`config.mk`:
```
export PLATFORM = sky130hd
export DESIGN_NAME = rr_sel_arbiter
export DESIGN_NICKNAME = d
export VERILOG_FILES = /design/src/rtl/rr_sel_pkg.sv /design/src/rtl/rr_pick.sv /design/src/rtl/rr_sel_arbiter.sv
export SDC_FILE = /design/constraint.sdc
export NUM_CORES = 1
export LEC_CHECK = 0
export CORE_MARGIN = 10
export CORE_UTILIZATION = 50
export CTS_BUF_LIST = sky130_fd_sc_hd__clkbuf_4 sky130_fd_sc_hd__clkbuf_8
export DETAILED_ROUTE_END_ITERATION = 7
export GPL_TIMING_DRIVEN = 1
export PLACE_DENSITY = 0.69
export SYNTH_ARGS = -nofsm -noshare
export SYNTH_HDL_FRONTEND = slang
export SYNTH_SLANG_ARGS = --single-unit
```
`constraint.sdc`:
```
create_clock -name clk -period 9.71 [get_ports clk]
set_clock_uncertainty 0.15 [all_clocks]
set_input_delay 2.4275 -clock clk [delete_from_list [all_inputs] [get_ports clk]]
set_output_delay 2.4275 -clock clk [all_outputs]
set_load 0.005 [all_outputs]
```
`src/rtl/rr_sel_pkg.sv`:
```
// rtl/rr_sel_pkg.sv - shared constants, state type and index helper for the round-robin selector
package rr_sel_pkg;

  localparam int N_REQ = 32;
  localparam int IDX_W = 5;

  typedef enum logic {
    IDLE  = 1'b0,
    GRANT = 1'b1
  } state_t;

  // N_REQ is a power of two, so the natural IDX_W-bit wrap is the modulo.
  function automatic logic [IDX_W-1:0] next_idx(input logic [IDX_W-1:0] idx);
    return idx + IDX_W'(1);
  endfunction

endpackage

```
`src/rtl/rr_pick.sv`:
```
// rtl/rr_pick.sv - combinational round-robin pick: first set request at or after ptr, with optional single-bit mask
module rr_pick
  import rr_sel_pkg::*;
(
  input  logic [N_REQ-1:0] req,
  input  logic [IDX_W-1:0] ptr,
  input  logic             mask_en,
  input  logic [IDX_W-1:0] mask_idx,
  output logic             found,
  output logic [IDX_W-1:0] win_idx
);

  logic [N_REQ-1:0] masked;
  logic [N_REQ-1:0] rot;

  always_comb begin
    masked = req;
    if (mask_en) begin
      masked[mask_idx] = 1'b0;
    end
    // Rotate so bit 0 of rot is request index ptr; the lowest set bit wins.
    rot = N_REQ'({masked, masked} >> ptr);
    found   = 1'b0;
    win_idx = '0;
    for (int i = N_REQ - 1; i >= 0; i--) begin
      if (rot[i]) begin
        found   = 1'b1;
        win_idx = ptr + IDX_W'(i);
      end
    end
  end

endmodule

```
`src/rtl/rr_sel_arbiter.sv`:
```
// rtl/rr_sel_arbiter.sv - round-robin arbiter presenting one winner index under a valid/ready handshake
module rr_sel_arbiter
  import rr_sel_pkg::*;
(
  input  logic             clk,
  input  logic             rst_n,
  input  logic [N_REQ-1:0] req,
  output logic             gnt_valid,
  input  logic             gnt_ready,
  output logic [IDX_W-1:0] gnt_idx,
  output logic             busy
);

  state_t           state, state_nxt;
  logic [IDX_W-1:0] ptr, ptr_nxt;
  logic [IDX_W-1:0] idx, idx_nxt;
  logic             hs;
  logic [IDX_W-1:0] pick_ptr;
  logic             found;
  logic [IDX_W-1:0] win_idx;

  assign hs = (state == GRANT) && gnt_ready;

  // On a handshake the pick already sees the advanced pointer and skips the
  // index just served, giving back-to-back grants without a bubble.
  assign pick_ptr = hs ? next_idx(idx) : ptr;

  rr_pick u_pick (
    .req      (req),
    .ptr      (pick_ptr),
    .mask_en  (hs),
    .mask_idx (idx),
    .found    (found),
    .win_idx  (win_idx)
  );

  always_comb begin
    state_nxt = state;
    ptr_nxt   = ptr;
    idx_nxt   = idx;
    if (state == IDLE) begin
      if (found) begin
        idx_nxt   = win_idx;
        state_nxt = GRANT;
      end
    end else if (gnt_ready) begin
      ptr_nxt = next_idx(idx);
      if (found) begin
        idx_nxt = win_idx;
      end else begin
        state_nxt = IDLE;
      end
    end
  end

  always_ff @(posedge clk) begin
    if (!rst_n) begin
      state <= IDLE;
      ptr   <= '0;
      idx   <= '0;
    end else begin
      state <= state_nxt;
      ptr   <= ptr_nxt;
      idx   <= idx_nxt;
    end
  end

  assign gnt_valid = (state == GRANT);
  assign busy      = (state == GRANT);
  assign gnt_idx   = idx;

endmodule

```
==> flow_metrics.env <==
export IMPL_die_w_microns=134
export IMPL_wl_per_cell_microns=26.0
export IMPL_fmax_mhz=122
export IMPL_syn_inst=956
export IMPL_syn_area_sq_um=6450
export IMPL_clk_latency_ns=0.24
export IMPL_dieArea_sq_um=17800
export IMPL_synth_area_leaders="mux2i_1, o21ai_0, nor2_1"
export IMPL_drt_total_wl_microns=28900
export IMPL_drv_cap=0
export IMPL_finalPower_mw=1.81
export IMPL_drt_iter0_markers=1937
export IMPL_yosysTopAreaCell="mux2i_1"
export IMPL_multi_input_area_sq_um=5750
export IMPL_synth_cell_type_count=92
export IMPL_cts_root_buf="clkbuf_8"
export IMPL_grt_use_met1=0.428
export IMPL_nets=993
export IMPL_timing_rr_end="gnt_idx[3]$_SDFFE_PN0P_"
export IMPL_cts_tree="built"
export IMPL_min_to="gnt_idx[0]$_SDFFE_PN0P_"
export IMPL_dr_pass1_iters=7
export IMPL_async_reset_ff_frac=0
export IMPL_leakagePower_nw=2.50
export IMPL_drc=0
export IMPL_grt_util_met2=0.453
export IMPL_setup_tns_ns=0
export IMPL_holdPathStages=2
export IMPL_vdd_drop_max_v=0.000148
export IMPL_crit_type="in -> reg"
export IMPL_cts_buffers=3
export IMPL_fin_area_sq_um=6830
export IMPL_grt_pass1_wl_microns=44900
export IMPL_rsz0062_at_grt="no"
export IMPL_antenna_found_initial=1
export IMPL_min_period_over_period=0.843
export IMPL_ant_nets=0
export IMPL_rows=41
export IMPL_cp_data_required_time_ns=9.69
export IMPL_synth_edf_count=0
export IMPL_via_count=8551
export IMPL_die_h_microns=134
export IMPL_worstMarginPinSlew_ns=0.930
export IMPL_dpl_instance_area_sq_um=6790
export IMPL_vias_per_cell=7.68
export IMPL_synth_top_area_frac=0.109
export IMPL_routabilityCongestion=1.08
export IMPL_drive_above_1_share=0.0807
export IMPL_end_kind="flop"
export IMPL_p_per_area_nw_per_um2=265
export IMPL_ys_warn_count=0
export IMPL_hp_start="gnt_idx[0]$_SDFFE_PN0P_"
export IMPL_clock_sinks=11
export IMPL_port_buffers=41
export IMPL_arrival_ns=8.16
export IMPL_crit_fanout=25
export IMPL_critPathLaunchType="input port"
export IMPL_ys_flop_type="dfxtp_1"
export IMPL_ys_seq_area_frac=0.0341
export IMPL_ioPinCount=42
export IMPL_grt_pass1_vias=7701
export IMPL_hp_class="reg -> reg"
export IMPL_diodes=0
export IMPL_cp_startpoint="gnt_ready"
export IMPL_r2r_slack_ns=3.86
export IMPL_slew_viol_final=0
export IMPL_fin_util=0.541
export IMPL_post_cts_setup_buffers=0
export IMPL_setup_violations=0
export IMPL_grt_busiest_layer="met2"
export IMPL_grt_max_degree=49
export IMPL_grt_util_all_layers=0.306
export IMPL_holdBufCountCts=0
export IMPL_slew_headroom=0.380
export IMPL_path_clk_slew_ns=0.05
export IMPL_synth_commonest_cells="nor2_1, nand2_1, mux2i_1"
export IMPL_core_area_sq_um=12600
export IMPL_synth_most_common_cell="nor2_1"
export IMPL_fin_crit_ns=8.18
export IMPL_r2r_cells=14
export IMPL_synth_net_count=1006
export IMPL_post_cts_resized=0
export IMPL_start_util=0.511
export IMPL_dpl_hpwl_microns=22000
export IMPL_hold_viol_final=0
export IMPL_htreeDepth=1
export IMPL_clock_path_buffers=2
export IMPL_synth_area_per_cell_sq_um=6.75
export IMPL_regArea_sq_um=220
export IMPL_yosys_register_bits=11
export IMPL_gr_total_overflow=0
export IMPL_outcome="finished clean"
export IMPL_fillCellCount=1284
export IMPL_use_met3=0.0726
export IMPL_reg2reg_from="busy$_SDFF_PN0_"
export IMPL_syn2layout_area_growth_pct=5.89
==> cell usage in the layout, fill, tap and decap left out, drive strengths merged, types with 15 or more instances in the layout <==
cell type	instances
o21ai	88
buf	17
nand2	84
nand3	35
a211oi	24
mux2i	71
xnor2	21
a21oi	65
nor3	40
a22oi	31
inv	15
ha	15
nor2	88
mux2	18
o211ai	23
clkdlybuf4s50	41
o22ai	39
==> worst max path at each step <==
stage	to	slack, ns	depth (start not counted)
6_report	gnt_idx[3]$_SDFFE_PN0P_	1.53	15
3_3_place_gp	gnt_idx[3]$_SDFFE_PN0P_	1.54	15
4_1_cts	gnt_idx[3]$_SDFFE_PN0P_	1.79	15
5_1_grt	gnt_idx[2]$_SDFFE_PN0P_	1.22	14
2_1_floorplan	gnt_idx[4]$_SDFFE_PN0P_	3.34	19
3_5_place_dp	gnt_idx[3]$_SDFFE_PN0P_	1.56	15
==> area by class of cell <==
type / count / share of cell area
Tap cell: 172 / 0.0315
Timing Repair Buffer: 58 / 0.0787
Clock buffer: 3 / 0.00604
Sequential cell: 11 / 0.0322
Clock inverter: 1 / 0.000732
Multi-Input combinational cell: 853 / 0.842
Inverter: 16 / 0.00916
==> layer usage <==
layer | share of wire | vias to the layer above | wire length (microns)
li1 | - | 3725 | -
met1 | 0.40 | 3927 | 11600
met2 | 0.41 | 781 | 11900
met3 | 0.15 | 118 | 4260
met4 | 0.039 | 0 | 1130
met5 | 0 | - | 0
==> report_power, final <==
| part | leakage (nW) | switching, mW | internal, mW |
|---|---|---|---|
| Sequential | 0.0906 | 0.0307 | 0.0561 |
| Clock | 0.0255 | 0.0170 | 0.0282 |
| Combinational | 2.39 | 1.13 | 0.554 |
| Total | 2.50 | 1.17 | 0.638 |
==> metrics by stage <==
| stage | setup slack (ns) | std cells | hold WS (ns) |
|---|---|---|---|
| 6_report | 1.53 | 1114 | 0.456 |
| 5_1_grt | 1.22 | 1114 | 0.513 |
| 2_1_floorplan | 3.34 | 956 | 0.380 |
| 3_5_place_dp | 1.56 | 1110 | 0.452 |
| 4_1_cts | 1.79 | 1114 | 0.474 |
| 3_3_place_gp | 1.54 | 1110 | 0.446 |
==> critical path: stages <==
cell             delay (ns)
clkdlybuf4s50_1        1.05
nand2_4                0.28
o21ai_4                0.52
buf_4                  0.44
mux2i_1                0.25
a22oi_1                0.32
a32oi_1                0.22
o221ai_1               0.79
nand3_1                0.23
nor3_1                 0.48
nand4_1                0.26
o21ai_2                0.47
or3_1                  0.19
a21oi_1                0.06
a21o_1                 0.16
==> cell families (layout without fill, tap and decap cells) <==
| logic type | after synthesis | after routing | share of synthesized area |
|---|---|---|---|
| AO/OA/AOI/OAI | 379 | 379 | 0.399 |
| XOR/XNOR | 23 | 23 | 0.0341 |
| adder cells (fa/ha/maj) | 15 | 15 | 0.0291 |
| buffers and inverters | 92 | 78 | 0.0795 |
| flip-flops | 11 | 11 | 0.0341 |
| multiplexers | 92 | 92 | 0.154 |
| AND/OR/NAND/NOR | 344 | 344 | 0.270 |
==> sequential cells by signal, summed over array words and instances, names as in the netlist <==
signal,count
ptr,5
busy,1
gnt_idx,5
Power figures use the tool's default switching activity.
